### src/rtl/fp_align_unpack.sv
// fp_align_unpack: unpacks two IEEE-754 single-precision operands, orders them
// by magnitude, aligns the smaller one with a serial right shifter that keeps a
// sticky bit, and returns two's-complement mantissas ready for the rounding adder.
//
// Ports:
//   clk, rst_n          clock, synchronous active-low reset
//   in_valid/in_ready   operand handshake (in_ready high only when idle)
//   a, b                IEEE single operands
//   out_valid/out_ready result handshake (result held until accepted)
//   large_n, small_n    26-bit two's-complement {sign, hidden, frac, guard}
//   bit_r               sticky OR of bits shifted below the guard position
//   e_out               effective biased exponent of the larger operand
module fp_align_unpack #(
  parameter int unsigned SHIFT_SAT = 26,
  parameter int unsigned MAN_W     = 23
) (
  input  logic        clk,
  input  logic        rst_n,
  input  logic        in_valid,
  output logic        in_ready,
  input  logic [31:0] a,
  input  logic [31:0] b,
  output logic        out_valid,
  input  logic        out_ready,
  output logic [25:0] large_n,
  output logic [25:0] small_n,
  output logic        bit_r,
  output logic [7:0]  e_out
);

  localparam int unsigned EXP_W = 8;
  localparam int unsigned MAG_W = MAN_W + 3;
  localparam int unsigned CNT_W = $clog2(SHIFT_SAT + 1);

  typedef enum logic [2:0] {
    IDLE  = 3'd0,
    CMP   = 3'd1,
    SHIFT = 3'd2,
    NEG   = 3'd3,
    DONE  = 3'd4
  } state_t;

  state_t             state;
  logic [31:0]        a_r;
  logic [31:0]        b_r;
  logic [MAG_W-1:0]   large_mag;
  logic [MAG_W-1:0]   small_mag;
  logic               sign_l;
  logic               sign_s;
  logic [EXP_W-1:0]   e_l;
  logic [CNT_W-1:0]   cnt;
  logic               sticky;

  // Unpack captured operands and decide ordering and shift distance.
  logic [EXP_W-1:0] exp_a, exp_b, eff_a, eff_b, e_big, e_lit, diff;
  logic [MAN_W-1:0] frac_a, frac_b;
  logic [MAG_W-1:0] mag_a, mag_b;
  logic             a_large;
  logic [CNT_W-1:0] shift_d;

  assign exp_a  = a_r[30:MAN_W];
  assign exp_b  = b_r[30:MAN_W];
  assign frac_a = a_r[MAN_W-1:0];
  assign frac_b = b_r[MAN_W-1:0];
  // Denormals and zeros behave as exponent 1 with no hidden bit.
  assign eff_a  = (exp_a == '0) ? EXP_W'(1) : exp_a;
  assign eff_b  = (exp_b == '0) ? EXP_W'(1) : exp_b;
  assign mag_a  = {1'b0, |exp_a, frac_a, 1'b0};
  assign mag_b  = {1'b0, |exp_b, frac_b, 1'b0};
  // Strict compare: an exact tie selects B as the large operand.
  assign a_large = {eff_a, frac_a} > {eff_b, frac_b};
  assign e_big   = a_large ? eff_a : eff_b;
  assign e_lit   = a_large ? eff_b : eff_a;
  assign diff    = e_big - e_lit;
  assign shift_d = (32'(diff) > SHIFT_SAT) ? CNT_W'(SHIFT_SAT) : CNT_W'(diff);

  // Control FSM and datapath registers.
  always_ff @(posedge clk) begin
    if (!rst_n) begin
      state     <= IDLE;
      in_ready  <= 1'b0;
      out_valid <= 1'b0;
      large_n   <= '0;
      small_n   <= '0;
      bit_r     <= 1'b0;
      e_out     <= '0;
      a_r       <= '0;
      b_r       <= '0;
      large_mag <= '0;
      small_mag <= '0;
      sign_l    <= 1'b0;
      sign_s    <= 1'b0;
      e_l       <= '0;
      cnt       <= '0;
      sticky    <= 1'b0;
    end else begin
      case (state)
        IDLE: begin
          if (in_valid && in_ready) begin
            a_r      <= a;
            b_r      <= b;
            in_ready <= 1'b0;
            state    <= CMP;
          end else begin
            in_ready <= 1'b1;
          end
        end
        CMP: begin
          large_mag <= a_large ? mag_a : mag_b;
          small_mag <= a_large ? mag_b : mag_a;
          sign_l    <= a_large ? a_r[31] : b_r[31];
          sign_s    <= a_large ? b_r[31] : a_r[31];
          e_l       <= e_big;
          cnt       <= shift_d;
          sticky    <= 1'b0;
          state     <= (shift_d == '0) ? NEG : SHIFT;
        end
        SHIFT: begin
          small_mag <= small_mag >> 1;
          sticky    <= sticky | small_mag[0];
          cnt       <= cnt - CNT_W'(1);
          if (cnt == CNT_W'(1)) begin
            state <= NEG;
          end
        end
        NEG: begin
          // Negating a zero magnitude wraps to zero mod 2^26.
          large_n   <= sign_l ? (MAG_W'(0) - large_mag) : large_mag;
          small_n   <= sign_s ? (MAG_W'(0) - small_mag) : small_mag;
          bit_r     <= sticky;
          e_out     <= e_l;
          out_valid <= 1'b1;
          state     <= DONE;
        end
        DONE: begin
          if (out_ready) begin
            out_valid <= 1'b0;
            in_ready  <= 1'b1;
            state     <= IDLE;
          end
        end
        default: begin
          state <= IDLE;
        end
      endcase
    end
  end

endmodule

### config.mk
export PLATFORM = sky130hd
export DESIGN_NAME = fp_align_unpack
export DESIGN_NICKNAME = d
export VERILOG_FILES = /design/src/rtl/fp_align_unpack.sv
export SDC_FILE = /design/constraint.sdc
export NUM_CORES = 1
export LEC_CHECK = 0
export BUFFER_PORTS_ARGS = -buffer_cell sky130_fd_sc_hd__clkbuf_2
export CORE_ASPECT_RATIO = 0.6
export CORE_MARGIN = 2
export CORE_UTILIZATION = 53
export DETAILED_ROUTE_END_ITERATION = 8
export PLACE_DENSITY = 0.77
export SETUP_SLACK_MARGIN = 0.15
export SYNTH_ARGS = -nofsm -noshare
export SYNTH_HDL_FRONTEND = slang
export SYNTH_SLANG_ARGS = --single-unit
### constraint.sdc
create_clock -name clk -period 4.73 [get_ports clk]
set_input_delay 0.7095 -clock clk [delete_from_list [all_inputs] [get_ports clk]]
set_output_delay 0.7095 -clock clk [all_outputs]
set_load 0.02 [all_outputs]
==> flow_summary.html <==
<table>
<tr><th>Metric</th><th>Value</th></tr>
<tr><th colspan="2">Flow run</th></tr>
<tr><td>Max cap viols</td><td>0</td></tr>
<tr><th colspan="2">STA</th></tr>
<tr><td>Fin Setup TNS</td><td>0 ns</td></tr>
<tr><td>Minimum setup slack in the final design</td><td>0.326 ns</td></tr>
<tr><td>Ratio of final minimum period to clock period</td><td>93.1%</td></tr>
<tr><td>Setup Viol. Count Final</td><td>0</td></tr>
<tr><td>Hold violation total from the final report</td><td>0</td></tr>
<tr><td>Peak Freq</td><td>approximately 230 MHz</td></tr>
<tr><td>Tightest slew margin relative to the limit</td><td>32.8%</td></tr>
<tr><td>Min Tclk post-route</td><td>4.40 ns</td></tr>
<tr><td>Pins Over Slew Limit</td><td>0</td></tr>
<tr><td>Transition at the pin with the smallest max-transition slack</td><td>1.01 ns</td></tr>
<tr><td>Unrepaired setup endpoints after global routing</td><td>false</td></tr>
<tr><td>Setup skew after layout</td><td>0.00896 ns</td></tr>
<tr><th colspan="2">Die</th></tr>
<tr><td>Width of the die</td><td>180 um</td></tr>
<tr><td>Core footprint</td><td>18100 um^2</td></tr>
<tr><td>Starting Density</td><td>54.3%</td></tr>
<tr><td>Number of primary I/O pins</td><td>about 130</td></tr>
<tr><td>Total Die Area</td><td>between 15000 and 20000 um^2</td></tr>
<tr><td>Vertical die dimension</td><td>between 100 and 150 um</td></tr>
<tr><td>Site Rows</td><td>38</td></tr>
<tr><th colspan="2">Placed design</th></tr>
<tr><td>Final HPWL DP</td><td>20800 um</td></tr>
<tr><td>Port buffer count</td><td>129</td></tr>
<tr><td>RePlAce Congestion</td><td>0.929</td></tr>
<tr><td>Area post-placement</td><td>approximately 11000 um^2</td></tr>
<tr><td>Post-placement setup slack</td><td>0.240 ns</td></tr>
<tr><th colspan="2">Global routing</th></tr>
<tr><td>Overall routing resource usage</td><td>28.8%</td></tr>
<tr><td>Antenna violations before repair</td><td>0</td></tr>
<tr><td>Global-route wire length before repair</td><td>between 40000 and 50000 um</td></tr>
<tr><td>Overflow after GRT</td><td>0</td></tr>
<tr><td>Maximum number of pins on one net before global-route repair</td><td>96</td></tr>
<tr><td>Vias in the first global route</td><td>about 8000</td></tr>
<tr><th colspan="2">Clocking</th></tr>
<tr><td>Hold-fix buffer count after cts</td><td>0</td></tr>
<tr><td>Maximum buffer depth of the clock tree</td><td>2</td></tr>
<tr><td>CTS Root Cell</td><td>sky130_fd_sc_hd__clkbuf_16</td></tr>
<tr><td>CTS Sinks</td><td>194</td></tr>
<tr><td>Clock slew at the register clock pins of the worst setup and hold paths</td><td>0.07 ns</td></tr>
<tr><td>Inserted Clock Buffers</td><td>17</td></tr>
<tr><td>Clock network latency to the later pin of the worst-skew pair</td><td>0.43 ns</td></tr>
<tr><td>CTS HTree Levels</td><td>4</td></tr>
<tr><td>CTS tree</td><td>yes</td></tr>
<tr><th colspan="2">Power</th></tr>
<tr><td>Int Power</td><td>3.96 mW</td></tr>
<tr><td>Clock power frac</td><td>19.3%</td></tr>
<tr><td>Sw Share</td><td>46.6%</td></tr>
<tr><td>Sequential cell fraction of total power</td><td>a little under a third</td></tr>
<tr><td>IR Drop Worst-Case VDD</td><td>663 uV</td></tr>
<tr><td>Net switching power</td><td>between 3 and 4 mW</td></tr>
<tr><td>Total power of the final layout</td><td>7.41 mW</td></tr>
<tr><td>Leakage component of the power</td><td>4.42 nW</td></tr>
<tr><td>Power per cell area</td><td>about 660 nW/um^2</td></tr>
<tr><td>Part of the total power dissipated in combinational logic</td><td>49.7%</td></tr>
<tr><th colspan="2">Synth</th></tr>
<tr><td>Fraction of post-synthesis cell area in the top cell type by area</td><td>between 30% and 40%</td></tr>
<tr><td>Post-synthesis register bit count</td><td>around 190</td></tr>
<tr><td>Synthesized area divided by synthesized cell count</td><td>7.71 um^2</td></tr>
<tr><td>Warnings, synthesis</td><td>0</td></tr>
<tr><td>Post-Syn Instances</td><td>between 1000 and 1500</td></tr>
<tr><td>Post-Syn Nets</td><td>1377</td></tr>
<tr><td>Number of synthesized flops with an enable pin</td><td>0</td></tr>
<tr><td>Most common library cells after synthesis</td><td>sky130_fd_sc_hd__nand2_1, sky130_fd_sc_hd__dfxtp_1, sky130_fd_sc_hd__a21oi_1</td></tr>
<tr><td>Share of flip-flops with an asynchronous set or reset</td><td>0%</td></tr>
<tr><td>Most instantiated flip-flop cell in the synthesis netlist</td><td>sky130_fd_sc_hd__dfxtp_1</td></tr>
<tr><td>Yosys top cell by area</td><td>sky130_fd_sc_hd__dfxtp_1</td></tr>
<tr><td>Post-synthesis instance area</td><td>9840 um^2</td></tr>
<tr><td>Distinct cells, synth</td><td>65</td></tr>
<tr><td>Cell types with the largest area share after synthesis</td><td>sky130_fd_sc_hd__dfxtp_1, sky130_fd_sc_hd__nand2_1, sky130_fd_sc_hd__a21oi_1</td></tr>
<tr><td>Most instantiated library cell after synthesis</td><td>sky130_fd_sc_hd__nand2_1</td></tr>
<tr><td>Seq/Total Area, Yosys</td><td>slightly below 40%</td></tr>
<tr><th colspan="2">Finish</th></tr>
<tr><td>Area delta synth-&gt;final</td><td>13.8%</td></tr>
<tr><td>Util after Layout</td><td>61.8%</td></tr>
<tr><td>Ratio of cells with drive above 1 in the final layout</td><td>around 16%</td></tr>
<tr><td>Fill cell count</td><td>1651</td></tr>
<tr><td>Diode insertion count for antenna repair</td><td>0</td></tr>
<tr><td>Post-layout net count</td><td>1447</td></tr>
<tr><td>Layout Cell Area excl Fill</td><td>11200 um^2</td></tr>
<tr><td>Register area</td><td>3890 um^2</td></tr>
<tr><td>Area taken by multi-input logic gates</td><td>5450 um^2</td></tr>
<tr><th colspan="2">Detailed routing</th></tr>
<tr><td>Routed wire length</td><td>28700 um</td></tr>
<tr><td>Number of antenna-violating nets in the routed design</td><td>0</td></tr>
<tr><td>Total number of vias</td><td>9387</td></tr>
<tr><td>Detail-routed net length per standard cell</td><td>between 15 and 20 um</td></tr>
<tr><td>Drt initial violations</td><td>1161</td></tr>
<tr><td>Residual DRC</td><td>0</td></tr>
<tr><td>DRT Pass-1 Iters</td><td>8</td></tr>
<tr><td>Via count normalized by instance count</td><td>5.89</td></tr>
<tr><th colspan="2">Worst setup path</th></tr>
<tr><td>Endpoint class of the critical path</td><td>register</td></tr>
<tr><td>Largest stage delay on the critical path</td><td>around 0.54 ns</td></tr>
<tr><td>Required time at the endpoint of the critical path</td><td>5.06 ns</td></tr>
<tr><td>Critical-path maximum fanout</td><td>6</td></tr>
<tr><td>Data arrival at the endpoint of the critical path</td><td>4.74 ns</td></tr>
<tr><td>CP Cell Sequence</td><td>or4_4, o21ba_4, ha_1, o21bai_1, a211oi_2, o311a_1, o31a_1, nand2_2, nand2_1, inv_1, a21oi_1, ha_2, o21ai_1, o211ai_1, a31o_2, a21oi_2, mux2i_1, xnor2_1, o211ai_2, o41ai_2</td></tr>
<tr><td>Highest-delay cell along the critical path</td><td>sky130_fd_sc_hd__or4_4</td></tr>
<tr><td>CP Launch Type</td><td>register</td></tr>
<tr><td>Worst Setup Path Type</td><td>reg -&gt; reg</td></tr>
<tr><th colspan="2">Min path</th></tr>
<tr><td>Hold Crit Class</td><td>reg -&gt; reg</td></tr>
<tr><th colspan="2">Status</th></tr>
<tr><td>Run status</td><td>complete, no violations</td></tr>
</table>
==> cell type report <==
| cell class | instances | share of cell area (%) |
|---|---|---|
| Timing Repair Buffer | 148 | 7.26 |
| Multi-Input combinational cell | 939 | 48.7 |
| Sequential cell | 194 | 34.8 |
| Inverter | 45 | 1.55 |
| Clock inverter | 8 | 0.950 |
| Tap cell | 240 | 2.68 |
| Clock buffer | 21 | 4.11 |
==> metrics by stage <==
step | hold WS (ns) | cells
finish | 0.454 | 1595
global route | 0.476 | 1595
CTS | 0.457 | 1592
detailed placement | 0.447 | 1563
global placement | 0.443 | 1563
floorplan | 0.432 | 1275
==> power by group through the flow <==
stage / combinational (mW) / clock [mW] / sequential [mW]
6_report: 3.68 / 1.43 / 2.29
5_1_grt: 4.01 / 1.51 / 2.32
4_1_cts: 3.52 / 1.44 / 2.27
3_5_place_dp: 3.49 / 0 / 2.30
3_3_place_gp: 3.45 / 0 / 2.29
2_1_floorplan: 2.72 / 0 / 2.19
==> sequential cells by signal (all words and copies together) (netlist names) <==
signal	cells
cnt	5
e_l	8
small_mag	25
sticky	1
large_n	25
bit_r	1
sign_l	1
out_valid	1
b_r	32
small_n	26
a_r	32
sign_s	1
e_out	8
state	3
in_ready	1
large_mag	24
==> cell families after synthesis <==
logic type / synth area share, %
and+or+nand+nor: 22.1
adders and majority gates: 4.44
buffers and inverters: 5.75
AOI/OAI and AO/OA: 22.5
DFF: 39.5
other: 0.0381
xor gates and xnor gates: 4.90
muxes: 0.852
==> cell usage in the layout (no fill, tap or decap), types with 11 or more instances in the layout <==
cell type	count
sky130_fd_sc_hd__nor2_1	106
sky130_fd_sc_hd__inv_1	43
sky130_fd_sc_hd__o21ai_0	24
sky130_fd_sc_hd__o211a_1	20
sky130_fd_sc_hd__nand2b_1	13
sky130_fd_sc_hd__a211oi_1	31
sky130_fd_sc_hd__ha_1	33
sky130_fd_sc_hd__xor2_1	43
sky130_fd_sc_hd__dfxtp_1	190
sky130_fd_sc_hd__a311oi_1	30
sky130_fd_sc_hd__buf_4	17
sky130_fd_sc_hd__nand2_1	329
sky130_fd_sc_hd__a21oi_1	125
sky130_fd_sc_hd__clkbuf_2	129
sky130_fd_sc_hd__a221oi_1	22
sky130_fd_sc_hd__clkbuf_16	17
sky130_fd_sc_hd__nand3_1	11
==> metal layers <==
metal / GRT usage, % / vias to the layer above / wire [um]
met5: 0 / - / 0
met4: 4.99 / 0 / 200
met3: 8.31 / 21 / 3680
met2: 36.7 / 510 / 10600
met1: 46.5 / 4299 / 14300
li1: - / 4557 / -
==> timing repair <==
action / in CTS / in global routing
setup endpoints to repair: 0 / 6
gates resized for setup: 0 / 15
buffers inserted: 0 / 3
==> final timing paths <==
check	startpoint	endpoint	slack [ns]	cells after the start
worst max-delay path	b_r[23]$_SDFFE_PN0P_	cnt[0]$_SDFFE_PN0P_	0.33	20
worst min-delay path	e_out[2]$_SDFFE_PN0P_	e_out[2]$_SDFFE_PN0P_	0.45	2
worst max register to register	b_r[23]$_SDFFE_PN0P_	cnt[0]$_SDFFE_PN0P_	0.33	20
worst min register to register	e_out[2]$_SDFFE_PN0P_	e_out[2]$_SDFFE_PN0P_	0.45	2
==> worst max-delay path, delay by kind of cell, from the launching register on <==
family	cells	cell delay (ns)
simple gates	3	0.68
fa+ha+maj	2	0.40
compound gates	12	2.50
mux	1	0.11
xor+xnor	1	0.21
buf+inv	1	0.05
flops	1	0.34
Power figures use the tool's default switching activity.
